**src/rtl/fetch_unit.sv**
```systemverilog
// PC/IR holder for the multi-cycle CPU: fetch on do_fetch, advance or branch on do_next, sticky halt.
// Optional retire counter is built only when FETCH_RETIRE_COUNTER_EN is defined.
module fetch_unit #(
  parameter int ADDR_WIDTH   = 8,
  parameter int INSTR_WIDTH  = 16,
  parameter int OPCODE_SIZE  = 4,
  parameter int NUM_ALU_OPS  = 8,
  parameter int RESET_VECTOR = 0,
  parameter int OPCODE_BEQ   = 8,
  parameter int OPCODE_BNE   = 9
) (
  input  logic                   clock,
  input  logic                   reset,
  input  logic                   do_fetch,
  input  logic                   do_next,
  input  logic                   do_reset,
  input  logic                   do_halt,
  input  logic                   cmp_equal,
  input  logic [INSTR_WIDTH-1:0] imem_data,
  output logic [ADDR_WIDTH-1:0]  imem_addr,
  output logic [ADDR_WIDTH-1:0]  pc,
  output logic [OPCODE_SIZE-1:0] opcode,
  output logic                   is_alu_operation,
  output logic [2:0]             rd,
  output logic [2:0]             rs1,
  output logic [2:0]             rs2,
  output logic [7:0]             imm8,
  output logic [5:0]             imm6,
  output logic                   halted,
  output logic [15:0]            retired_count
);

  localparam logic [ADDR_WIDTH-1:0]  PC_RESET  = ADDR_WIDTH'(RESET_VECTOR);
  localparam logic [OPCODE_SIZE:0]   ALU_LIMIT = (OPCODE_SIZE+1)'(NUM_ALU_OPS);
  localparam logic [OPCODE_SIZE-1:0] OP_BEQ    = OPCODE_SIZE'(OPCODE_BEQ);
  localparam logic [OPCODE_SIZE-1:0] OP_BNE    = OPCODE_SIZE'(OPCODE_BNE);

  logic [ADDR_WIDTH-1:0]  pc_q, pc_d;
  logic [INSTR_WIDTH-1:0] ir_q, ir_d;
  logic                   halted_q, halted_d;
  logic                   retire;
  logic                   branch_taken;
  logic [ADDR_WIDTH-1:0]  branch_off;

  assign opcode           = ir_q[INSTR_WIDTH-1 -: OPCODE_SIZE];
  assign is_alu_operation = ({1'b0, opcode} < ALU_LIMIT);
  assign rd               = ir_q[11:9];
  assign rs1              = ir_q[8:6];
  assign rs2              = ir_q[5:3];
  assign imm8             = ir_q[7:0];
  assign imm6             = ir_q[5:0];
  assign pc               = pc_q;
  assign imem_addr        = pc_q;
  assign halted           = halted_q;

  // Branch offset is relative to the branch's own address, not PC+1.
  assign branch_off   = {{(ADDR_WIDTH-6){imm6[5]}}, imm6};
  assign branch_taken = ((opcode == OP_BEQ) && cmp_equal) ||
                        ((opcode == OP_BNE) && !cmp_equal);

  always_comb begin
    pc_d     = pc_q;
    ir_d     = ir_q;
    halted_d = halted_q;
    retire   = 1'b0;
    if (do_reset) begin
      pc_d     = PC_RESET;
      ir_d     = '0;
      halted_d = 1'b0;
    end else if (halted_q || do_halt) begin
      halted_d = 1'b1;
    end else if (do_fetch) begin
      ir_d = imem_data;
    end else if (do_next) begin
      retire = 1'b1;
      pc_d   = branch_taken ? (pc_q + branch_off) : (pc_q + 1'b1);
    end
  end

  always_ff @(posedge clock or posedge reset) begin
    if (reset) begin
      pc_q     <= PC_RESET;
      ir_q     <= '0;
      halted_q <= 1'b0;
    end else begin
      pc_q     <= pc_d;
      ir_q     <= ir_d;
      halted_q <= halted_d;
    end
  end

`ifdef FETCH_RETIRE_COUNTER_EN
  logic [15:0] count_q, count_d;

  always_comb begin
    count_d = count_q;
    if (do_reset) begin
      count_d = '0;
    end else if (retire) begin
      count_d = count_q + 16'd1;
    end
  end

  always_ff @(posedge clock or posedge reset) begin
    if (reset) begin
      count_q <= '0;
    end else begin
      count_q <= count_d;
    end
  end

  assign retired_count = count_q;
`else
  logic unused_retire;
  assign unused_retire = retire;
  assign retired_count = '0;
`endif

endmodule
```
**config.mk**
```make
export PLATFORM = sky130hd
export DESIGN_NAME = fetch_unit
export DESIGN_NICKNAME = d
export VERILOG_FILES = /design/src/rtl/fetch_unit.sv
export SDC_FILE = /design/constraint.sdc
export NUM_CORES = 1
export LEC_CHECK = 0
export ABC_AREA = 1
export BUFFER_PORTS_ARGS = -buffer_cell sky130_fd_sc_hd__buf_2
export CORE_MARGIN = 8
export CORE_UTILIZATION = 30
export CTS_CLUSTER_DIAMETER = 100
export CTS_CLUSTER_SIZE = 14
export DETAILED_ROUTE_END_ITERATION = 8
export PLACE_DENSITY = 0.59
export SKIP_CTS_REPAIR_TIMING = 1
export SYNTH_ARGS = -nofsm -noshare
export SYNTH_HDL_FRONTEND = slang
export SYNTH_SLANG_ARGS = --single-unit
```
**constraint.sdc**
```tcl
create_clock -name clock -period 4.17 [get_ports clock]
set_input_delay 0.417 -clock clock [delete_from_list [all_inputs] [get_ports clock]]
set_output_delay 0.417 -clock clock [all_outputs]
set_load 0.05 [all_outputs]
```
# Word-level counts from Yosys, hierarchy flattened
# Cells that the tools add are included.
[totals] reg_bits=25 input_bits=23 output_inout_bits=61 word_cells=30
[op_classes] addsub=2 n_lt_le_gt_ge=1 n_eq_ne=4 muxes=10 reduce_logical=10
[op_table] cell="16-bit two-way mux" count=3
[op_table] cell="8-bit two-way mux" count=5
[op_table] cell="8-bit by 1-bit adder with 8-bit output (second input constant)" count=1
[op_table] cell="8-bit adder" count=1
[op_table] cell="4-bit equality test (second input constant)" count=2
[op_table] cell="2-bit nonzero test" count=3
[op_table] cell="4-bit < comparator (second input constant)" count=1
[op_table] cell="3-bit AND reduction" count=1
[op_table] cell="1-bit logical AND" count=2
[op_table] cell="1-bit logical OR" count=2
[op_table] cell="1-bit two-way mux" count=2
[op_table] cell="2-bit by 1-bit != test with 1-bit output (second input constant)" count=1
[op_table] cell="2-bit != test (second input constant)" count=1
[op_table] cell="2-bit AND reduction" count=1
[op_table] cell="1-bit logical NOT" count=1

# Logic depth before layout (Yosys ltp)
[logic_depth] depth_word=8 depth_mapped=14

# Worst setup path before layout
# OpenSTA, ideal clock, no wires.
[synth_path] path_type="reg2reg" from="reg ir_q[15]" to="reg pc_q[6] (netlist: imem_addr[6])" setup_ns=0.118 arrival_time_ns=2.347 required_ns=4.052 slack_ns=1.705 stages_incl_launch_ff=12 synth_period_minus_slack_ns=2.465 cell_sequence="dfrtp_1 -> inv_1 -> nor2_1 -> nand3_1 -> ha_1 -> fa_1 -> nand3_1 -> nand2_1 -> nand3_1 -> nand3b_1 -> nand3_1 -> nand2_1"
[synth_via] elab_chain_cells=8 word_cells_on_any_way=10
[synth_lines] item="start, declared" line_no="39" rtl="logic [INSTR_WIDTH-1:0] ir_q, ir_d;"
[synth_lines] item="start signal, assigned" line_no="87" rtl="ir_q <= ir_d;"
[synth_lines] item="4-bit equality test, on equally long branches" line_no="58, 59"
[synth_lines] item="1-bit logical AND, on equally long branches" line_no="58, 59"
[synth_lines] item="1-bit logical OR *" line_no="58" rtl="assign branch_taken = ((opcode == OP_BEQ) && cmp_equal) ||"
[synth_lines] item="8-bit two-way mux *" line_no="76" rtl="pc_d = branch_taken ? (pc_q + branch_off) : (pc_q + 1'b1);"
[synth_lines] item="8-bit two-way mux *" line_no="74" rtl="end else if (do_next) begin"
[synth_lines] item="8-bit two-way mux *" line_no="72" rtl="end else if (do_fetch) begin"
[synth_lines] item="8-bit two-way mux *" line_no="70" rtl="end else if (halted_q || do_halt) begin"
[synth_lines] item="8-bit two-way mux *" line_no="66" rtl="if (do_reset) begin"
[synth_lines] item="end signal, assigned" line_no="86" rtl="pc_q <= pc_d;"
[synth_lines] item="end, declared" line_no="38" rtl="logic [ADDR_WIDTH-1:0] pc_q, pc_d;"
# Every way passes the cells marked *; elsewhere a longest branch is shown, timed or not. The select of a mux whose other input is x is not followed.
# A chain may end at the register's enable or synchronous reset.

# Worst setup path after layout
[layout_path] from="reg ir_q[13]" to="reg pc_q[6] (netlist: imem_addr[6])"
# The elaborated chain is that of the path after synthesis.

==> key figures <==
Synthesis
  – Register area share after synthesis: between 30% and 40%
  – Synth warnings: 0
  – Cell area after synthesis: between 1500 and 2000 um2
  – Syn Inst Count: between 200 and 250
  – Syn Area/Cell: roughly 8 um2
  – Flops & latches, synth: 25
  – Yosys cell types: 23

Pwr
  – Leakage power: ~1.2 nW
  – Int Power: between 300 and 400 uW
  – Clk pwr share: between 20% and 30%
  – Worst vdd ir: 184.5 uV
  – Sequential power share: between 40% and 50%
  – Sw frac: 40.17%
  – Gate power share: between 30% and 40%
  – Sw power: around 240 uW
  – Cell Pwr Density: between 300 and 400 nW/um2

Floorplan
  – CORE AREA: 5405 um2
  – Die outline area: about 8000 um2
  – Row cnt: 27
  – Starting density of the core: a little under a third
  – Die Height: ~90 um
  – Die X: approximately 90 um
  – Io pins: 84

Layout
  – Post-Route Utilization: a little over a third
  – Most common cell after layout, fill and taps aside: buf_2
  – N_diodes: 0
  – Layout Nets: between 200 and 300
  – Fillers: 625
  – Most frequent cells in the layout: buf_2 (67), nand2_1 (32), nand3_1 (26)
  – Layout cell share with drive strength beyond 1: around a third
  – Area growth syn-to-layout: 15.18%

Clock network
  – CTS Buf Count: 3
  – CTS Buffer Depth: 2
  – Clock H-tree levels: 1
  – Root buffer cell: clkbuf_8
  – Clk Latency, worst-skew pair: around 0.27 ns
  – Clk sinks: 25
  – Worst-path clk slew: roughly 0.090 ns
  – CTS tree: yes

Setup path
  – CP most frequent cell: nand3_1
  – Top delay family on crit path: simple AND/OR/NAND/NOR gates
  – Slack of the worst reg-to-reg path: ~2.1 ns
  – R2r endpoint: imem_addr[6]
  – Crit path depth: 12
  – Reg2reg start: ir_q[13]
  – CP max stage cell: fa_1
  – Arr. time, crit path: 2.23 ns
  – CP startpoint kind: flip-flop
  – Crit-path cells: inv_1 > nand2_1 > nor2_1 > nand3_1 > ha_1 > fa_1 > nand3_1 > nand2_1 > nand3_1 > nand3b_1 > nand3_1 > nand2_1
  – Reg2Reg Depth: 12
  – CP peak stage delay: between 0.4 and 0.5 ns
  – CP bufs+invs: 1
  – CP Capture Type: flip-flop
  – Crit path kind: flip-flop to flip-flop
  – Worst-path maximum fanout: 4
  – CP required: ~4.3 ns

Placement
  – Port-buffer cells: 67
  – Routability Congestion: 0.7901
  – DP HPWL: 3172 um

Drt
  – Routed vias: roughly 1,400
  – Pre-antenna DRT Iters: 4
  – Wirelength per Cell: 12.09 um
  – DRC viols: 0
  – Detail Route Antenna Nets: 0
  – DRT iter0 DRCs: 35
  – Vias per cell: roughly 4.2
  – DRT Wirelength: between 3000 and 4000 um

GRT
  – GRT Total Usage: about a tenth
  – Antenna violations before repair: 0
  – Global-route wire length before repair: 6693 um
  – Largest net degree at the start of global routing: 26
  – Vias in the first global route: between 1,000 and 1,500
  – Grt ovf: 0

STA
  – Slew @ Worst Pin: just under 1 ns
  – Final hold violation count: 0
  – Max Slew Vio Count: 0
  – Fmax: 485.5 MHz
  – Worst slew margin: between 30% and 40%
  – Period minus WS final: 2.060 ns
  – RSZ-0062 raised after global routing: false
  – Setup TNS: 0 ns
  – Setup violators final: 0
  – Setup Skew: 0.003219 ns
  – Final Cycle Share: around half

Run
  – Maximum capacitance violations: 0

Outcome
  – Status: complete, no violations

Hold path
  – Hold Path Class: primary input to async pin
kinds of logic after synthesis:
logic type | Yosys count | synth area share, %
DFF | 25 | 38.14
adders and majority gates | 8 | 6.560
other | 1 | 0.2286
AOI/OAI and AO/OA | 30 | 9.764
and+or+nand+nor | 73 | 21.59
buffers and inverters | 64 | 23.19
xor gates and xnor gates | 1 | 0.5340
layout make-up:
cell class / instances / area (um2) / area share (%)
clock buffers: 3 / 41.29 / 2.185
well taps: 72 / 90.09 / 4.768
repair buffers: 67 / 335.3 / 17.75
inverters: 27 / 101.3 / 5.364
multi-input cells: 128 / 690.7 / 36.56
flip-flops and latches: 25 / 625.6 / 33.11
clock inverters: 1 / 5.005 / 0.2649
per-layer routing:
layer	vias to the layer above	share of wire, %	track usage [%]
met3	4	8.2	4.156
met2	53	46	17.06
met1	604	46	10.66
li1	699	-	-
met5	-	0	0
met4	0	0.59	1.664
per-stage QoR:
step | std cells | hold slack [ns] | power [mW] | area, um2 | worst slack (ns)
2_1_floorplan | 217 | 0.4443 | 0.4327 | 1697 | 1.705
3_3_place_gp | 319 | 0.4884 | 0.4514 | 1843 | 2.114
3_5_place_dp | 319 | 0.5004 | 0.4527 | 1843 | 2.101
4_1_cts | 323 | 0.3541 | 0.6011 | 1889 | 2.093
5_1_grt | 323 | 0.3783 | 0.6220 | 1889 | 1.873
6_report | 323 | 0.3644 | 0.5918 | 1889 | 2.110
Yosys cell counts:
cell | count | share of area (%)
o21ai_0 | 18 | 5.5
ha_1 | 7 | 5.3
nand3b_1 | 1 | 0.46
fa_1 | 1 | 1.2
buf_2 | 1 | 0.30
nand2_2 | 1 | 0.38
conb_1 | 1 | 0.23
buf_4 | 35 | 16
inv_1 | 25 | 5.7
a21oi_1 | 8 | 2.4
nand3_1 | 26 | 7.9
o21ai_1 | 2 | 0.61
nand4_1 | 1 | 0.38
nand2_4 | 1 | 0.69
nand3b_4 | 1 | 1.2
nand2_1 | 32 | 7.3
xnor2_1 | 1 | 0.53
dfrtp_1 | 25 | 38
nor2_4 | 2 | 1.4
nor2_1 | 8 | 1.8
inv_2 | 2 | 0.46
a22o_2 | 2 | 1.2
buf_6 | 1 | 0.69
power groups by stage:
stage               clock network (mW)  registers [mW]  logic [mW]
floorplan                            0           0.309       0.124
global placement                     0           0.267       0.184
detailed placement                   0           0.268       0.185
CTS                              0.153           0.263       0.185
global route                     0.162           0.265       0.195
finish                           0.146           0.263       0.183
registers in the layout (all words and copies together), names as in the netlist:
| register | cells |
|---|---|
| halted | 1 |
| imem_addr | 8 |
| ir_q | 16 |
how the worst max path moves through the flow:
stage / to / slack (ns) / startpoint
5_1_grt: imem_addr[5] / 1.87 / ir_q[14]
3_3_place_gp: imem_addr[6] / 2.11 / cmp_equal
6_report: imem_addr[6] / 2.11 / ir_q[13]
3_5_place_dp: imem_addr[6] / 2.10 / cmp_equal
4_1_cts: imem_addr[6] / 2.09 / ir_q[14]
2_1_floorplan: imem_addr[6] / 1.71 / ir_q[15]
Power figures use the tool's default switching activity.
